--- src/rtl/divider_seq_param.sv ---
// Sequential restoring divider, signed or unsigned, fixed latency of BITSIZE+2 edges per operation.
// Divide-by-zero returns all-ones quotient and the untouched dividend as remainder.
module divider_seq_param #(
  parameter int unsigned BITSIZE   = 16,
  parameter int unsigned INDEXSIZE = 4
) (
  input  logic               clk,
  input  logic               rst,
  input  logic               strt,
  input  logic               sgn,
  input  logic [BITSIZE-1:0] dividend,
  input  logic [BITSIZE-1:0] divisor,
  output logic [BITSIZE-1:0] quotient,
  output logic [BITSIZE-1:0] remainder,
  output logic               not_valid,
  output logic               done,
  output logic               idle
);

  localparam int unsigned W = BITSIZE;

  typedef enum logic [1:0] {StIdle, StCalc, StFix, StDone} state_e;

  state_e               state_q, state_d;
  logic [W-1:0]         dvd_q, dvd_d;        // original dividend, returned on divide-by-zero
  logic [W-1:0]         mag_d_q, mag_d_d;    // divisor magnitude
  logic [W-1:0]         quo_acc_q, quo_acc_d;
  logic [W-1:0]         rem_acc_q, rem_acc_d;
  logic                 neg_q_q, neg_q_d;
  logic                 neg_r_q, neg_r_d;
  logic                 dz_q, dz_d;
  logic [INDEXSIZE-1:0] idx_q, idx_d;
  logic [W-1:0]         quotient_q, quotient_d;
  logic [W-1:0]         remainder_q, remainder_d;
  logic                 not_valid_q, not_valid_d;
  logic                 done_q, done_d;
  logic [W:0]           trial;

  always_comb begin
    state_d     = state_q;
    dvd_d       = dvd_q;
    mag_d_d     = mag_d_q;
    quo_acc_d   = quo_acc_q;
    rem_acc_d   = rem_acc_q;
    neg_q_d     = neg_q_q;
    neg_r_d     = neg_r_q;
    dz_d        = dz_q;
    idx_d       = idx_q;
    quotient_d  = quotient_q;
    remainder_d = remainder_q;
    not_valid_d = not_valid_q;
    done_d      = 1'b0;
    // Quotient accumulator doubles as the dividend shift register: its MSB feeds the remainder.
    trial       = {rem_acc_q, quo_acc_q[W-1]} - {1'b0, mag_d_q};

    unique case (state_q)
      StIdle: begin
        if (strt) begin
          state_d   = StCalc;
          dvd_d     = dividend;
          dz_d      = (divisor == '0);
          neg_q_d   = sgn & (dividend[W-1] ^ divisor[W-1]);
          neg_r_d   = sgn & dividend[W-1];
          quo_acc_d = (sgn && dividend[W-1]) ? -dividend : dividend;
          mag_d_d   = (sgn && divisor[W-1]) ? -divisor : divisor;
          rem_acc_d = '0;
          idx_d     = INDEXSIZE'(W - 1);
        end
      end
      StCalc: begin
        if (!trial[W]) begin
          rem_acc_d = trial[W-1:0];
          quo_acc_d = {quo_acc_q[W-2:0], 1'b1};
        end else begin
          rem_acc_d = {rem_acc_q[W-2:0], quo_acc_q[W-1]};
          quo_acc_d = {quo_acc_q[W-2:0], 1'b0};
        end
        if (idx_q == '0) begin
          state_d = StFix;
        end else begin
          idx_d = idx_q - INDEXSIZE'(1);
        end
      end
      StFix: begin
        state_d     = StDone;
        done_d      = 1'b1;
        not_valid_d = dz_q;
        if (dz_q) begin
          quotient_d  = '1;
          remainder_d = dvd_q;
        end else begin
          quotient_d  = neg_q_q ? -quo_acc_q : quo_acc_q;
          remainder_d = neg_r_q ? -rem_acc_q : rem_acc_q;
        end
      end
      StDone: begin
        state_d = StIdle;
      end
      default: state_d = StIdle;
    endcase
  end

  always_ff @(posedge clk or posedge rst) begin
    if (rst) begin
      state_q     <= StIdle;
      dvd_q       <= '0;
      mag_d_q     <= '0;
      quo_acc_q   <= '0;
      rem_acc_q   <= '0;
      neg_q_q     <= 1'b0;
      neg_r_q     <= 1'b0;
      dz_q        <= 1'b0;
      idx_q       <= '0;
      quotient_q  <= '0;
      remainder_q <= '0;
      not_valid_q <= 1'b0;
      done_q      <= 1'b0;
    end else begin
      state_q     <= state_d;
      dvd_q       <= dvd_d;
      mag_d_q     <= mag_d_d;
      quo_acc_q   <= quo_acc_d;
      rem_acc_q   <= rem_acc_d;
      neg_q_q     <= neg_q_d;
      neg_r_q     <= neg_r_d;
      dz_q        <= dz_d;
      idx_q       <= idx_d;
      quotient_q  <= quotient_d;
      remainder_q <= remainder_d;
      not_valid_q <= not_valid_d;
      done_q      <= done_d;
    end
  end

  assign quotient  = quotient_q;
  assign remainder = remainder_q;
  assign not_valid = not_valid_q;
  assign done      = done_q;
  assign idle      = (state_q == StIdle);

endmodule

--- config.mk ---
export PLATFORM = sky130hd
export DESIGN_NAME = divider_seq_param
export DESIGN_NICKNAME = d
export VERILOG_FILES = /design/src/rtl/divider_seq_param.sv
export SDC_FILE = /design/constraint.sdc
export NUM_CORES = 1
export LEC_CHECK = 0
export BUFFER_PORTS_ARGS = -buffer_cell sky130_fd_sc_hd__buf_2
export CAP_MARGIN = 10
export CORE_AREA = 2 2 141 143
export DETAILED_ROUTE_END_ITERATION = 10
export DIE_AREA = 0 0 143 145
export HOLD_SLACK_MARGIN = 0.06
export PLACE_DENSITY = 0.51
export SLEW_MARGIN = 10
export SYNTH_ARGS = -nofsm -noshare
export SYNTH_HDL_FRONTEND = slang
export SYNTH_SLANG_ARGS = --single-unit
--- constraint.sdc ---
create_clock -name clk -period 4.18 [get_ports clk]
set_input_delay 0.418 -clock clk [delete_from_list [all_inputs] [get_ports clk]]
set_output_delay 0.418 -clock clk [all_outputs]
set_load 0.01 [all_outputs]
Yosys cells after proc, flatten, opt, wreduce, memory -nomap -nowiden --
Index checks and enable logic that the tools add are counted.
Operators by class: add/sub/neg operators 6, equality and inequality tests 6, muxes and demuxes 19, bitwise operators 3, reduce and logical (&&, ||, !) cells 10
Operators with widths (count):
- $mux 16 | 9
- $neg 16->16 | 4
- $pmux 16 s2 | 2
- $sub 17x16->17 | 1
- $logic_not 16->1 | 1
- $mux 4 | 2
- $pmux 2 s4 | 1
- $pmux 4 s2 | 1
- $ne 2x2->1 const B | 3
- $reduce_and 2->1 | 3
- $eq 2x2->1 const B | 2
- $logic_not 4->1 | 1
- $mux 2 | 2
- $sub 4x1->4 const B | 1
- $reduce_and 3->1 | 1
- $and 1x1->1 | 2
- $eq 2x1->1 const B | 1
- $logic_and 1x1->1 | 2
- $logic_not 2->1 | 1
- $mux 1 | 2
- $reduce_bool 2->1 | 1
- $xor 1x1->1 | 1
Word-level totals: flip-flop bits (word level) 107, bits of input ports 36, output and inout bits 35, word-level logic and storage cells 57

Logic depth before layout (Yosys ltp) --
depth in word-level cells 4, mapped depth 11, gate-level depth less buffers 9

Worst setup path after synthesis --
No wires, ideal clock.
path type register to register, start point register quo_acc_q[15], end point register rem_acc_q[9], library setup time 0.126 ns, data arrival time 2.640 ns, required time 4.054 ns, setup slack 1.414 ns, stages on the path, launching flop included 12, path through dfrtp_1 inv_1 ha_1 fa_1 nand2b_1 a21oi_1 o21ai_1 a21o_1 buf_2 or2_1 buf_2 a311o_1
On the way: word-level cells in the longest chain between the ends 3
Ends and longest elaborated chain:
- from (decl) | RTL line 27 | logic [W-1:0] quo_acc_q, quo_acc_d;
- from (signal assigned) | RTL line 122 | quo_acc_q <= quo_acc_d;
- $sub 17x16->17 | RTL line 54 | trial = {rem_acc_q, quo_acc_q[W-1]} - {1'b0, mag_d_q};
- $mux 16 | RTL line 71 | if (!trial[W]) begin
- $pmux 16 s2 | RTL line 56 | unique case (state_q)
- to (signal assigned) | RTL line 123 | rem_acc_q <= rem_acc_d;
- to (decl) | RTL line 28 | logic [W-1:0] rem_acc_q, rem_acc_d;
No other way between the ends. A chain may end at the register's enable or synchronous reset.

Worst setup path in the final report --
start point register quo_acc_q[15], end point register rem_acc_q[12]
Same word-level chain as after synthesis.

==> impl_metrics.yaml <==
final_layout:
  final_area_mm2: 0.00753
  final_util_pct: 39.2
  syn_to_final_growth_pct: 13.6
  multi_input_area_mm2: 0.00368
  finalNetCount: 841
  diodes: 0
  instances_no_fill: 1050
  ff_latch_area_mm2: 0.00268
  layout-drive-gt1-share_pct: 17.3
  n_fill_cell: 1947
sta:
  fin_crit_sh_pct: 81.6
  final.setup.tns_ps: 0
  min_period_ps: 3410
  fmax_ghz: 0.293
  whs_ps: 129
  slew_headroom_pct: 24.8
  finalMaxSlewViolations: 0
  worstMarginPinSlew_ps: 1120
  worst_slack_ps: 768
  finalHoldViolations: 0
  setup_viol: 0
  rsz0062_at_grt: "false"
  fin_skew_ps: 14.8
setup_path:
  r2r-start: "quo_acc_q[15]"
  worstPathRequired_ps: 4420
  crit_type: "reg2reg"
  r2r-end: "rem_acc_q[12]"
  rr_worst_depth: 9
  cp-start-kind: "flip-flop"
  r2r_slack_ps: 770
  critPathLaunch: "quo_acc_q[15]"
  worstPathMaxFanout: 19
  end_kind: "flip-flop"
  arrival_ps: 3650
yosys:
  synth_edf_count: 0
  synth.largest_area_cell: "dfrtp_1"
  ys_top_cells_by_area: "dfrtp_1 40%, o21ai_0 5.7%, xor2_1 4.9%"
  synth_cell_types: 62
  synth_flop_cell: "dfrtp_1"
  ys_ff_latch: 107
  yosysWarnings: 0
  synth.avg_cell_area_um2: 9.11
  synthCells: 728
  synth_top_area_share_pct: 40.4
  synth.net_count: 789
  async_flop_share_pct: 100
  syn_area_mm2: 0.00663
  yosysSeqAreaShare_pct: 40.4
route:
  drt-wirelength-per-cell_um: 17.0
  drt-initial-drc-count: 388
  firstDrtPassIters: 5
  num_vias: 5592
  drt_wl_total_um: 17900
  postRouteAntennaNets: 0
  viasPerCell: 5.33
  drc_errors: 0
floorplan:
  io_pins: 71
  core-area_mm2: 0.0192
  die_h_um: 145
  row_count: 51
  start_util_pct: 34.5
  dieArea_mm2: 0.0207
  dieWidth_um: 143
power_and_ir_drop:
  cellLeakagePower_nw: 3.25
  finalPower_mw: 5.91
  p_per_area_mw_per_mm2: 785
  peakVddDrop_v: 0.000247
place:
  place.gp.congestion: 0.851
  hpwl_um: 13300
  place_ws_ps: 825
  post_dp_cell_area_mm2: 0.00723
  dp.cells: 1034
  port-buffer-count: 70
clock_tree:
  cts-resized-gates: 0
  cts_tree: "built"
  cts_setup_buffers: 0
  cts_buffer_depth: 2
  clk_pin_slew_worst_paths_ps: 80
  clock_sinks: 107
  cts_made_buffers: 9
  insertion_delay_ps: 360
  hold_buffers: 0
  htree_num_levels: 3
  cts-root-buf: "clkbuf_16"
grt:
  grt.total_usage_pct: 17.5
  grt_pass1_wl_um: 28900
  grt_max_degree: 59
  antenna_found_initial: 0
  grt_pass1_vias: 5448
  grt_overflow: 0
status:
  status: "completed"
flow_run:
  drv_cap: 0
min_path:
  hold_class: "in2async"
==> flip-flops by register name (all words and copies together), names as in the netlist <==
signal     flops
rem_acc_q     16
idx_q          4
dz_q           1
neg_r_q        1
neg_q_q        1
mag_d_q       16
not_valid      1
done           1
state_q        2
quotient      16
remainder     16
quo_acc_q     16
dvd_q         16
==> worst max path at each step <==
stage / to / depth (start not counted)
6_report: rem_acc_q[12] / 9
5_1_grt: rem_acc_q[1] / 9
4_1_cts: rem_acc_q[14] / 9
3_5_place_dp: rem_acc_q[14] / 9
3_3_place_gp: rem_acc_q[12] / 9
2_1_floorplan: done / 1
==> final cells by class <==
type	instances	share of cell area [%]
flip-flops and latches	107	35.6
clock buffers	9	2.99
multi-input cells	549	48.9
well taps	265	4.40
clock inverters	7	0.898
repair buffers	78	5.45
inverters	35	1.78
==> cell usage in the layout (no fill, tap or decap), types with 4 or more instances in the layout <==
cell | synthesis | final
a21o_1 | 5 | 5
a21oi_1 | 38 | 38
a311o_1 | 9 | 9
a31oi_1 | 10 | 10
and2_1 | 14 | 14
and3_1 | 4 | 4
buf_2 | 2 | 70
buf_4 | 1 | 8
clkbuf_16 | 0 | 9
dfrtp_1 | 107 | 107
ha_1 | 24 | 23
inv_1 | 35 | 34
mux2_2 | 28 | 28
mux2i_1 | 5 | 5
nand2_1 | 76 | 75
nand2b_1 | 14 | 14
nand3_1 | 8 | 8
nor2_1 | 43 | 43
nor2b_1 | 4 | 4
nor3_1 | 13 | 13
nor4_1 | 11 | 11
o211ai_1 | 14 | 14
o21ai_0 | 76 | 75
o21ai_1 | 5 | 5
o22a_1 | 10 | 10
o31ai_1 | 14 | 14
o41ai_1 | 5 | 5
or3_1 | 6 | 6
xnor2_1 | 26 | 26
xor2_1 | 37 | 37
==> critical path, stage by stage (launching register included) <==
cell and delay, ps:
dfrtp_1 390, inv_1 90, ha_1 210, fa_1 410, nand2b_1 190, a21oi_1 410
o21ai_1 240, a21o_1 430, or2_1 490, a311o_1 420
==> synthesized netlist by cell type, types with 24 or more instances <==
cell type / number
xnor2_1: 26
mux2_2: 28
o21ai_0: 76
dfrtp_1: 107
xor2_1: 37
inv_1: 35
nor2_1: 43
nand2_1: 76
clkbuf_1: 25
a21oi_1: 38
ha_1: 24
==> per-layer routing <==
metal	wire length, µm	part of all wire [%]	GRT usage, %
met3	739	4.1	3.04
met5	0	0	0
met2	8040	45	26.1
met4	277	1.5	5.64
met1	8840	49	25.8
==> where the power goes <==
group / switching [mW] / internal [mW]
Clock: 0.446 / 0.421
Sequential: 0.391 / 1.49
Combinational: 1.86 / 1.30
==> cells by family after synthesis <==
logic type	synth area share [%]
flops	40.4
fa+ha+maj	4.83
simple gates	15.4
buf+inv	4.21
compound gates	21.3
mux	5.51
xor+xnor	8.32
No activity file was read; power rests on OpenSTA's default activity.
